[src/rtl/if_stage.sv]
// Instruction-fetch stage: owns the PC, drives the instruction-memory fetch
// address, selects the next PC from ID-stage control and holds the IF/ID
// pipeline register. Branches have one delay slot, and that slot is always kept.
module if_stage #(
  parameter logic [31:0] PC_INIT  = 32'h0000_3000,
  parameter int          IM_WORDS = 4096
) (
  input  logic        clk,
  input  logic        reset,
  input  logic        stall,
  input  logic        flush,
  input  logic [1:0]  npc_sel,
  input  logic [31:0] br_pc,
  input  logic [25:0] br_imm,
  input  logic [31:0] rs_val,
  output logic [31:0] im_pc,
  input  logic [31:0] im_instr,
  output logic [31:0] if_id_instr,
  output logic [31:0] if_id_pc,
  output logic        if_id_valid,
  output logic        if_id_adel
);

  // Last word-aligned address inside the instruction-memory window.
  localparam logic [31:0] PC_LAST = PC_INIT + 32'(4 * IM_WORDS) - 32'd4;

  localparam logic [1:0] SEL_SEQ    = 2'b00;
  localparam logic [1:0] SEL_BRANCH = 2'b01;
  localparam logic [1:0] SEL_JUMP   = 2'b10;
  localparam logic [1:0] SEL_REG    = 2'b11;

  logic [31:0] pc;
  logic [31:0] target;
  logic [31:0] br_seq;
  logic [31:0] br_off;
  logic        adel_now;

  assign im_pc  = pc;
  assign br_seq = br_pc + 32'd4;
  assign br_off = {{14{br_imm[15]}}, br_imm[15:0], 2'b00};

  // Next-PC selection; all arithmetic wraps modulo 2^32.
  always_comb begin
    target = pc + 32'd4;
    unique case (npc_sel)
      SEL_SEQ:    target = pc + 32'd4;
      SEL_BRANCH: target = br_seq + br_off;
      SEL_JUMP:   target = {br_seq[31:28], br_imm, 2'b00};
      SEL_REG:    target = rs_val;
      default:    target = pc + 32'd4;
    endcase
  end

  // Fetch-address error: misaligned or outside the instruction-memory window.
  always_comb begin
    adel_now = (pc[1:0] != 2'b00) || (pc < PC_INIT) || (pc > PC_LAST);
  end

  // PC register: hold on stall, otherwise advance to the selected target.
  always_ff @(posedge clk or posedge reset) begin
    if (reset) begin
      pc <= PC_INIT;
    end else if (!stall) begin
      pc <= target;
    end
  end

  // IF/ID register: flush beats stall; a faulting fetch carries a nop.
  always_ff @(posedge clk or posedge reset) begin
    if (reset) begin
      if_id_instr <= 32'd0;
      if_id_pc    <= 32'd0;
      if_id_valid <= 1'b0;
      if_id_adel  <= 1'b0;
    end else if (flush) begin
      if_id_instr <= 32'd0;
      if_id_pc    <= 32'd0;
      if_id_valid <= 1'b0;
      if_id_adel  <= 1'b0;
    end else if (!stall) begin
      if_id_instr <= adel_now ? 32'd0 : im_instr;
      if_id_pc    <= pc;
      if_id_valid <= 1'b1;
      if_id_adel  <= adel_now;
    end
  end

endmodule

[config.mk]
export PLATFORM = sky130hd
export DESIGN_NAME = if_stage
export DESIGN_NICKNAME = d
export VERILOG_FILES = /design/src/rtl/if_stage.sv
export SDC_FILE = /design/constraint.sdc
export NUM_CORES = 1
export LEC_CHECK = 0
export ABC_AREA = 1
export BUFFER_PORTS_ARGS = -buffer_cell sky130_fd_sc_hd__buf_2
export CAP_MARGIN = 40
export CORE_UTILIZATION = 49
export CTS_CLUSTER_DIAMETER = 120
export DETAILED_ROUTE_END_ITERATION = 8
export PLACE_DENSITY = 0.82
export SETUP_SLACK_MARGIN = 0.4
export SYNTH_ARGS = -nofsm -noshare
export SYNTH_HDL_FRONTEND = slang
export SYNTH_SLANG_ARGS = --single-unit
[constraint.sdc]
create_clock -name clk -period 2.52 [get_ports clk]
set_input_delay 0 -clock clk [delete_from_list [all_inputs] [get_ports clk]]
set_output_delay 0 -clock clk [all_outputs]
set_load 0.01 [all_outputs]
==> results of run 1 <==
==> routing by layer <==
metal	part of all wire (%)	global-route usage [%]	vias to the layer above
met5	0	0	-
met4	3.9	14.3	0
met3	7.2	4.60	91
met2	48	58.3	520
met1	41	43.5	4565
li1	-	-	4694
==> layout make-up <==
type                    count  area (um2)  share of cell area (%)
multi-input cells         961        5630                    50.0
flip-flops and latches     98        2450                    21.8
repair buffers            322        2020                    17.9
inverters                 155         586                    5.20
well taps                 216         270                    2.40
clock buffers              10         229                    2.03
clock inverters             6        65.1                   0.578
==> Yosys cell counts (all sizes together) <==
| cell | number | area share (%) |
|---|---|---|
| a211oi | 1 | 0.092 |
| a21boi | 1 | 0.092 |
| a21o | 1 | 0.092 |
| a21oi | 59 | 3.6 |
| a221oi | 8 | 0.86 |
| a22o | 8 | 0.86 |
| a22oi | 2 | 0.18 |
| a31oi | 1 | 0.077 |
| and2 | 3 | 0.23 |
| buf | 9 | 0.66 |
| clkbuf | 31 | 1.4 |
| dfrtp | 96 | 30 |
| dfstp | 2 | 0.65 |
| fa | 1 | 0.25 |
| ha | 35 | 5.4 |
| inv | 155 | 7.2 |
| nand2 | 354 | 17 |
| nand3 | 142 | 8.8 |
| nand3b | 9 | 0.83 |
| nand4 | 19 | 1.5 |
| nor2 | 122 | 6.1 |
| nor3 | 21 | 1.7 |
| nor3b | 1 | 0.15 |
| nor4 | 3 | 0.23 |
| o2111ai | 1 | 0.11 |
| o211ai | 2 | 0.18 |
| o21ai | 108 | 6.7 |
| o21bai | 6 | 0.55 |
| o221ai | 1 | 0.11 |
| o22ai | 4 | 0.31 |
| o31ai | 1 | 0.092 |
| or2 | 7 | 0.54 |
| xnor2 | 6 | 0.65 |
| xor2 | 34 | 3.7 |
==> worst max-delay path, stage by stage <==
cell     delay, ps
buf_2          120
nand2_2         90
nor2_4         150
nand3_2        110
nor2_2         140
nand3_1        120
xor2_1         180
inv_1           70
ha_2           390
nand2_2        130
inv_1           80
nand2_1         80
and2_4         160
nand2_1         60
nand2_1         60
nand2_2         70
inv_1           50
nand2_1         50
nand2_1         60
nand3_2         60
nand3_1         60
nand2_1         60
nand2_1         50
==> worst min path at each step <==
stage / start / endpoint / slack, ps / cells after the start
6_report: rs_val[0] / im_pc[0] / 7 / 3
5_1_grt: rs_val[10] / im_pc[10] / 30 / 5
4_1_cts: rs_val[0] / im_pc[0] / 5 / 3
3_3_place_gp: reset / if_id_pc[7] / -120 / 2
3_5_place_dp: reset / if_id_pc[7] / -120 / 2
2_1_floorplan: flush / if_id_valid / 70 / 1
==> per-stage QoR <==
stage / TNS [ps] / setup slack [ps] / instances
4_1_cts: 0 / 398 / 1762
2_1_floorplan: 0 / 384 / 1254
3_3_place_gp: -292 / -61.3 / 1705
3_5_place_dp: -640 / -104 / 1706
6_report: 0 / 369 / 1768
5_1_grt: 0 / 199 / 1768
==> flip-flops by register name (all words and copies together) (netlist names) <==
name         count
if_id_instr     32
im_pc           32
if_id_adel       1
if_id_valid      1
if_id_pc        32
==> cell families after synthesis <==
group | share of synthesized area [%]
adders and majority gates | 5.64
and+or+nand+nor | 36.6
DFF | 30.2
AOI/OAI and AO/OA | 14.0
buffers and inverters | 9.25
xor gates and xnor gates | 4.31
==> report_power, final <==
| group | switching, mW | total [mW] | internal [mW] |
|---|---|---|---|
| Sequential | 0.148 | 1.84 | 1.69 |
| Clock | 0.599 | 1.37 | 0.772 |
| Combinational | 1.09 | 1.79 | 0.700 |
==> timing repair <==
| item | CTS | global route |
|---|---|---|
| pin swaps | 18 | 53 |
| setup endpoints to repair | 14 | 22 |
| setup buffers | 2 | 6 |
| hold endpoints to repair | 131 | 0 |
| hold buffers | 38 | 0 |
| resized for setup | 42 | 124 |
==> key figures, run 1 <==
Die
  – Io pins: 226
  – Die Y: 131 um
  – Initial Util: 50.6%
  – Core area: 16100 um2
  – Die ar.: 17100 um2
  – Die width: ~130 um
  – Num rows: 46

Drt
  – DRT iter0 DRCs: roughly 900
  – Drc violations: 0
  – Vias: approximately 9900
  – WL final: 30.1 mm
  – Vias per inst: between 5 and 6
  – Drt first pass iters: 5
  – Post-route ant nets: 0
  – Wirelength per Cell: 17.0 um

Critical path
  – Crit path arrival time: approximately 2400 ps
  – Worst reg2reg setup slack: 580 ps
  – Crit Path Category: input pin to register
  – Crit path launch: br_pc[10]
  – Crit. End Element: register
  – Reg2reg path depth: 10
  – Critical Path Sink: im_pc[31]
  – RR Endpoint: im_pc[29]
  – Reg2reg start: im_pc[12]
  – CP startpoint kind: input pin
  – CP max FO: 4
  – Data required, critical path: 2760 ps

Global route
  – Largest net degree at the start of global routing: 63
  – Initial antenna violation count: 0
  – Vias in the first global route: 8969
  – First-pass GRT wire length: 45.2 mm
  – GR Overflow Total: 0
  – GR Util All Layers: 34.2%

Run
  – Max-Cap Viols: 0

Place
  – Area post-placement: 9870 um2
  – Placed wire-length estimate: 22.0 mm
  – Final Wtd Congestion: ~1
  – Port bufs: 225

Finish
  – FILL cells: 1349
  – Fraction of layout cells with a size suffix above 1: a little under a third
  – Commonest cells after routing, fill and taps aside: nand2_1, buf_2, inv_1
  – Core Util, Final: 70.1%
  – Commonest non-fill, non-tap cell in the layout: nand2_1
  – Diode count: 0
  – Fin nets: 1711
  – Finished Cell Area: 11300 um2
  – Layout area overhead: 38.5%

STA
  – Tmin final: ~2200 ps
  – Pins Over Slew Limit: 0
  – Worst slew margin: 47.6%
  – WHS: 7.38 ps
  – Fmax: 465 MHz
  – Final setup violating endpoints: 0
  – Tcrit/Tclk final: 85.4%
  – Fin Clk Skew: 12.1 ps
  – RSZ-0062 raised after global routing: true
  – Worst Max-Slew Pin Slew: 786 ps
  – Final hold violations: 0

CTS
  – CTS tree: built
  – Num CTS Buffers: 9
  – CTS H-tree lvls: 3
  – CTS max path bufs: 2
  – Worst-path clk slew: 70 ps
  – Skew-Pair Late Insertion Delay: around 350 ps
  – CTS Root Cell: clkbuf_16
  – Clock sinks: approximately 100

Logic synthesis
  – Yosys reg bits: 98
  – Synth warn: 0
  – Seq/Total Area, Yosys: approximately 30%
  – Synthesized Nets: 1418
  – Mapped Avg Cell Area: approximately 6.5 um2
  – Cells after Synth: 1254
  – Yosys cell types: 48
  – Synth Cell Area: about 8100 um2

Outcome
  – Outcome: finished clean

Power and ir drop
  – Total power: 5.00 mW
  – Leak Pwr: 5.69 nW
  – Worst VDD drop: 0.376 mV
  – PD cells: 444 nW/um2

Worst hold path
  – HP Class: input pin to register
Power figures use the tool's default switching activity.
==> run 2, diff against run 1 <==
Settings changed: CELL_PAD_IN_SITES_DETAIL_PLACEMENT from default to 0, CELL_PAD_IN_SITES_GLOBAL_PLACEMENT from default to 1, CORE_UTILIZATION 49 to 33, PLACE_DENSITY 0.82 to 0.8.
==> run 2 against run 1 <==
  * Global-route usage shrank 11 points
  * Power grew 4.3%
  * Combinational power grew 4%
  * Register-to-register slack lost 30 ps
  * Die area grew 48%
  * Fmax grew 0.84%
  * Critical path depth shrank 1
  * Setup slack gained 18 ps
  * Critical path type unchanged
  * Non-clock buffer count grew 25
  * Clock skew shrank 3.3 ps
  * Critical endpoint is now im_pc[29]
  * Sequential share of layout area shrank 1.1 points
==> key figures, run 2 (synthesis results as in run 1) <==
Place
  – Placed wire-length estimate: 23.4 mm (+6.5%)
  – Port bufs: 225 (unchanged)
  – Placed insts: 1838 (+7.7%)
  – Final Wtd Congestion: 0.915 (-6.4%)

Drt
  – Post-route ant nets: 0 (unchanged)
  – WL final: 30.1 mm (+0.24%)
  – Drc violations: 0 (unchanged)
  – Vias per inst: 4.93 (-12%)
  – Wirelength per Cell: 15.9 um (-6.8%)
  – Vias: 9374 (-5.0%)
  – DRT iter0 DRCs: 592 (-33%)
  – Drt first pass iters: 5 (unchanged)

Die
  – Core area: 24200 um2 (+51%)
  – Num rows: 57 (+24%)
  – Io pins: 226 (unchanged)
  – Die ar.: 25300 um2 (+48%)
  – Initial Util: 33.5% (-17 points)
  – Die Y: 159 um (+22%)
  – Die width: 159 um (+22%)

Critical path
  – CP max FO: 4 (unchanged)
  – Data required, critical path: 2760 ps (about the same)
  – CP dominant cell by count: nand2_1
  – Delay of the slowest critical-path stage: 300 ps (-90 ps)
  – CP startpoint kind: input pin
  – Cell Chain, Critical Path: buf_8 -> ha_4 -> buf_6 -> inv_6 -> nor2_4 -> nand3_4 -> nor2_4 -> nand3_1 -> xor2_1 -> inv_1 -> ha_4 -> nand2_1 -> nor2_2 -> nand2_1 -> nor3_1 -> nand2_1 -> nand2_1 -> nand2_1 -> nand3_2 -> nand3b_1 -> nand2_1 -> inv_1
  – Critical Path Slowest Stage Cell: ha_4
  – Crit. End Element: register
  – Reg2reg path depth: 10 (unchanged)
  – Crit Path Category: input pin to register
  – Crit path arrival time: 2380 ps (-20 ps)

Finish
  – Fraction of layout cells with a size suffix above 1: 33.7% (+3.5 points)
  – Core Util, Final: 48.8% (-21 points)
  – Diode count: 0 (unchanged)
  – Layout area overhead: 45.6%
  – Commonest cells after routing, fill and taps aside: nand2_1, buf_2, inv_1
  – Fin nets: 1736 (+1.5%)
  – Fin cells: 1901 (+7.5%)
  – Commonest non-fill, non-tap cell in the layout: nand2_1

CTS
  – CTS Root Cell: clkbuf_16
  – Clock sinks: 98 (unchanged)
  – Skew-Pair Late Insertion Delay: 350 ps (about the same)
  – Worst-path clk slew: 70 ps (about the same)
  – CTS H-tree lvls: 3 (unchanged)
  – Num CTS Buffers: 9 (unchanged)
  – CTS max path bufs: 2 (unchanged)
  – CTS tree: built

STA
  – Fmax: 469 MHz (+0.84%)
  – Pins Over Slew Limit: 0 (unchanged)
  – Tcrit/Tclk final: 84.6% (-0.71 points)
  – Final hold violations: 0 (unchanged)
  – Final setup violating endpoints: 0 (unchanged)
  – Tmin final: 2130 ps (-17.8 ps)
  – Worst Max-Slew Pin Slew: 839 ps (+53.4 ps)
  – RSZ-0062 raised after global routing: true
  – Fin Clk Skew: 8.77 ps (-3.33 ps)
  – Worst slew margin: 44.0% (-3.6 points)

Power and ir drop
  – Worst VDD drop: 0.309 mV (-18%)
  – PD cells: 440 nW/um2 (-0.82%)
  – Leak Pwr: 5.84 nW (+2.6%)

Worst hold path
  – HP Class: input pin to register
  – Hold depth: 5 (+2)

Run
  – Max-Cap Viols: 0 (unchanged)

Outcome
  – Outcome: finished clean

Global route
  – Vias in the first global route: 8935 (-0.38%)
  – Largest net degree at the start of global routing: 70 (+11%)
  – Initial antenna violation count: 0 (unchanged)
  – First-pass GRT wire length: 47.2 mm (+4.4%)
  – GR Overflow Total: 0 (unchanged)
  – GR Util All Layers: 23.3% (-11 points)
## run 2: changes by cell type in the layout (fill, tap and decap cells not counted), moves of 5 or more
cell / delta
a21oi_1: -8
a21oi_2: +7
buf_4: +21
ha_1: -5
nand2_1: -14
nand2_2: +15
nand3_1: -5
o21ai_0: -7
o21ai_1: +5
## run 2: metal layers
layer | routed length [um] | vias to the layer above | GRT usage (%)
met3 | 1190 | 33 | 1.93
met4 | 567 | 0 | 5.99
met1 | 13900 | 4344 | 31.6
met5 | 0 | - | 0
li1 | - | 4735 | -
met2 | 14500 | 262 | 39.8
## run 2: where the power goes
part / internal (mW) / switching (mW) / leakage (nW)
registers: 1.69 / 0.150 / 1.28
clock network: 0.881 / 0.622 / 0.158
logic: 0.756 / 1.11 / 4.40
total: 3.33 / 1.88 / 5.84
## run 2: repair_timing
action / in CTS / in global routing
resized for setup: 65 / 157
pin swaps: 28 / 68
setup buffers: 4 / 5
endpoints found under the hold margin: 132 / 0
hold buffers: 38 / 0
endpoints found under the setup margin: 19 / 24
gates cloned: 0 / 0
## run 2: layout make-up
type	count	area [um2]
Tap cell	324	405
Inverter	155	591
Clock buffer	9	225
Sequential cell	98	2450
Fill cell	2527	12400
Clock inverter	7	101
Multi-Input combinational cell	961	5830
Timing Repair Buffer	347	2230
## run 2: path summary, 6_finish.rpt
kind                             from     endpoint  slack [ps]
min in group asynchronous       reset  if_id_pc[6]         280
min reg2reg                 im_pc[13]    im_pc[13]         510
max in group asynchronous       reset    im_pc[13]        1830
max reg2reg                 im_pc[12]    im_pc[29]         550
max                          br_pc[2]    im_pc[29]         390
min                        rs_val[12]    im_pc[12]          10
## run 2: critical path: cells and delay by family
family                   cells  cell delay (ps)
XOR/XNOR                     1              170
adder cells (fa/ha/maj)      2              440
buffers and inverters        5              330
AND/OR/NAND/NOR             14             1430
## run 2: per-stage QoR
step           TNS [ps]  hold WS (ps)  area, um2  power [mW]  setup slack [ps]
2_1_floorplan         0          66.4       8230        2.74               384
3_3_place_gp       -735           128      10200        3.42              -167
3_5_place_dp      -1570           126      10200        3.43              -168
4_1_cts               0          8.56      11200        5.06               336
5_1_grt               0          37.5      11800        5.50               205
6_report              0          10.2      11800        5.21               387
==> run 3, diff against run 2 <==
Settings changed: ABC_AREA 1 to 0, CORE_UTILIZATION 33 to 39, PLACE_DENSITY 0.8 to 0.85.
Clock period 2.52 ns to 2.2 ns, I/O delays scaled along.
==> run 3 against run 2 <==
  * The run now ends with setup timing left
  * Sequential power rose by 14%
  * Via count fell by 18%
  * Global-route usage rose by 2.7 points
  * Clock power rose by 15%
  * Wire length fell by 16%
  * Critical path depth fell by 5
  * Final area fell by 2.5%
  * Setup slack got worse by 870 ps
  * Critical endpoint is now im_pc[31]
  * Largest power group unchanged
==> key figures, run 3 <==
Power and ir drop
  – Switching power: 2.09 mW (+11%)
  – Sw frac: 32.9% (-3.2 points)
  – Int Pwr: 4.25 mW (+28%)
  – Leak Pwr: 5.64 nW (-3.5%)
  – Sequential power share: 33.0% (-2.4 points)
  – Worst VDD drop: 0.485 mV (+57%)
  – Part of the power in combinational logic: 39.8% (+4.0 points)
  – Clock network fraction of total power: 27.2% (-1.6 points)
  – PD cells: 549 nW/um2 (+25%)
  – Total power: 6.34 mW (+22%)

Place
  – Port bufs: 225 (unchanged)
  – Placed insts: 1356 (-26%)
  – Placed wire-length estimate: 18.1 mm (-23%)
  – Post-Place Setup Slack: -921 ps (-753 ps)
  – Final Wtd Congestion: 0.902 (-1.5%)

Logic synthesis
  – Synthesized Nets: 939 (-34%)
  – Post-synth EDFFs: 0 (unchanged)
  – Cell with the most instances after synthesis: dfrtp_1
  – Yosys cell types: 71 (+48%)
  – Synth cell count leaders: dfrtp_1, nor2_1, a21oi_1, mux2i_1, nand2_1
  – Cells after Synth: 775 (-38%)
  – Post-synth top area cell: dfrtp_1
  – Synth Cell Area: 7120 um2 (-12%)
  – Share of the synthesized area in the top cell type: 33.7% (+4.2 points)
  – Yosys reg bits: 98 (unchanged)
  – Mapped Avg Cell Area: 9.19 um2 (+42%)
  – Synth async-reset ratio: 100% (unchanged)
  – Top post-synthesis cells by area: dfrtp_1, mux2i_1, ha_1, nor2_1, xnor2_1
  – Seq/Total Area, Yosys: 34.5% (+4.3 points)
  – Main flop type after synthesis: dfrtp_1
  – Synth warn: 0 (unchanged)

CTS
  – CTS Root Cell: clkbuf_16
  – Worst-path clk slew: 60 ps (about the same)
  – CTS H-tree lvls: 3 (unchanged)
  – CTS tree: built
  – Num CTS Buffers: 9 (unchanged)
  – Skew-Pair Late Insertion Delay: 340 ps (about the same)
  – Clock sinks: 98 (unchanged)
  – CTS max path bufs: 2 (unchanged)

Critical path
  – Crit. End Element: register
  – RR Endpoint: im_pc[31]
  – Reg2reg path depth: 9 (-1)
  – Crit Path Category: input pin to register
  – CP startpoint kind: input pin
  – Crit path arrival time: 2940 ps (+560 ps)
  – Reg2reg start: im_pc[12]
  – Data required, critical path: 2460 ps (-300 ps)
  – Worst reg2reg setup slack: -90 ps (-640 ps)
  – CP max FO: 4 (unchanged)

Drt
  – WL final: 25.2 mm (-16%)
  – Wirelength per Cell: 17.4 um (+9.7%)
  – Vias: 7727 (-18%)
  – Drt first pass iters: 5 (unchanged)
  – DRT iter0 DRCs: 311 (-47%)
  – Drc violations: 0 (unchanged)
  – Vias per inst: 5.33 (+8.1%)
  – Post-route ant nets: 0 (unchanged)

Die
  – Initial Util: 39.8% (+6.3 points)
  – Die width: 137 um (-14%)
  – Num rows: 49 (-14%)
  – Core area: 17900 um2 (-26%)
  – Io pins: 226 (unchanged)
  – Die ar.: 18800 um2 (-26%)
  – Die Y: 137 um (-14%)

STA
  – Tcrit/Tclk final: 122%
  – Worst Max-Slew Pin Slew: 767 ps (-71.7 ps)
  – Fin Clk Skew: 8.46 ps (-0.312 ps)
  – Pins Over Slew Limit: 0 (unchanged)
  – Fmax: 373 MHz
  – Final setup violating endpoints: 22 (+22)
  – Final hold violations: 0 (unchanged)
  – Setup ws final: -482 ps (-869 ps)
  – Tmin final: between 2000 and 3000 ps
  – WHS: 29.2 ps (+19.0 ps)
  – RSZ-0062 raised after global routing: true
  – Worst slew margin: 48.7% (+4.7 points)

Outcome
  – Failing checks: setup timing
  – Outcome: finished, violations left

Global route
  – Initial antenna violation count: 1 (+1)
  – GR Overflow Total: 0 (unchanged)
  – Largest net degree at the start of global routing: 63 (-10%)
  – First-pass GRT wire length: 37.7 mm (-20%)
  – GR Util All Layers: 26.0% (+2.7 points)
  – Vias in the first global route: 7340 (-18%)

Worst hold path
  – HP Class: input pin to register
  – Worst hold path startpoint: rs_val[30]
  – Hold depth: 3 (-2)
  – Worst hold endpoint: im_pc[30]

Finish
  – Commonest non-fill, non-tap cell in the layout: buf_2
  – Commonest cells after routing, fill and taps aside: buf_2, buf_4, dfrtp_1
  – Layout area overhead: 62.0%
  – Fin nets: 1379 (-21%)
  – Fraction of layout cells with a size suffix above 1: 47.8% (+14 points)
  – Fin cells: 1450 (-24%)

Run
  – Max-Cap Viols: 0 (unchanged)
## run 3: what timing repair did
item                       4_1_cts  5_1_grt
hold buffers                    37        0
pin swaps                       77       51
hold endpoints to repair        62        0
resized for setup               82       42
setup endpoints to repair       57       57
setup buffers                   26       11
gates cloned                     3        0
## run 3: layout make-up
cell class              instances  area [um2]
fillers                      1439        6360
multi-input cells             614        5090
repair buffers                474        3300
flip-flops and latches         98        2460
well taps                     229         287
clock buffers                  11         243
clock inverters                 5        85.1
inverters                      18        71.3
diodes                          1        2.50
## run 3: kinds of logic after synthesis
family,Yosys count,synth area share [%]
xor+xnor,58,7.13
mux,65,10.6
buf+inv,63,3.51
compound gates,216,20.7
fa+ha+maj,36,6.43
flops,98,34.5
simple gates,239,17.2
## run 3: stage by stage
step | util (%) | cell area (um2) | TNS, ps
final | 64.5 | 11500 | -6850
after global routing | 64.4 | 11500 | -10560
after CTS | 62.5 | 11200 | -5540
after detailed placement | 54.9 | 9840 | -15640
after global placement | 54.9 | 9840 | -14790
after floorplan | - | 7260 | -5800
## run 3: worst max path at each step
stage | slack [ps] | cells past startpoint | start | to
2_1_floorplan | -590 | 15 | br_pc[8] | im_pc[31]
3_3_place_gp | -860 | 18 | br_pc[2] | im_pc[31]
3_5_place_dp | -920 | 18 | br_pc[2] | im_pc[25]
4_1_cts | -450 | 18 | br_pc[3] | im_pc[23]
5_1_grt | -700 | 16 | br_pc[4] | im_pc[30]
6_report | -480 | 17 | br_pc[3] | im_pc[31]
## run 3: power by group through the flow
| stage | Combinational [mW] | Clock, mW | Sequential, mW |
|---|---|---|---|
| floorplan | 0.991 | 0 | 2.22 |
| global placement | 2.09 | 0 | 2.11 |
| detailed placement | 2.11 | 0 | 2.12 |
| CTS | 2.37 | 1.74 | 2.09 |
| global route | 2.73 | 1.80 | 2.11 |
| finish | 2.52 | 1.72 | 2.09 |
## run 3: critical path, stage by stage
cell and delay [ps]:
buf_8 80, ha_4 120, nand4_1 110, nor2_2 140, nand2_2 110, nor2_4 100, and3_4 230, nand3_2 70
xnor2_1 130, ha_1 360, nand3_1 200, nor2_2 210, a211oi_2 110, a211oi_2 230, nor2_2 80, or4b_1 510
a31oi_1 130
## run 3: per-layer routing
metal  vias up  share of wire, %  global-route usage [%]  wire length, um
li1       3743                 -                       -                -
met1      3672                43                    32.7            10800
met2       280                49                    45.7            12300
met3        32               6.4                    4.22             1620
met4         0               1.8                    7.39              463
met5         -                 0                       0                0
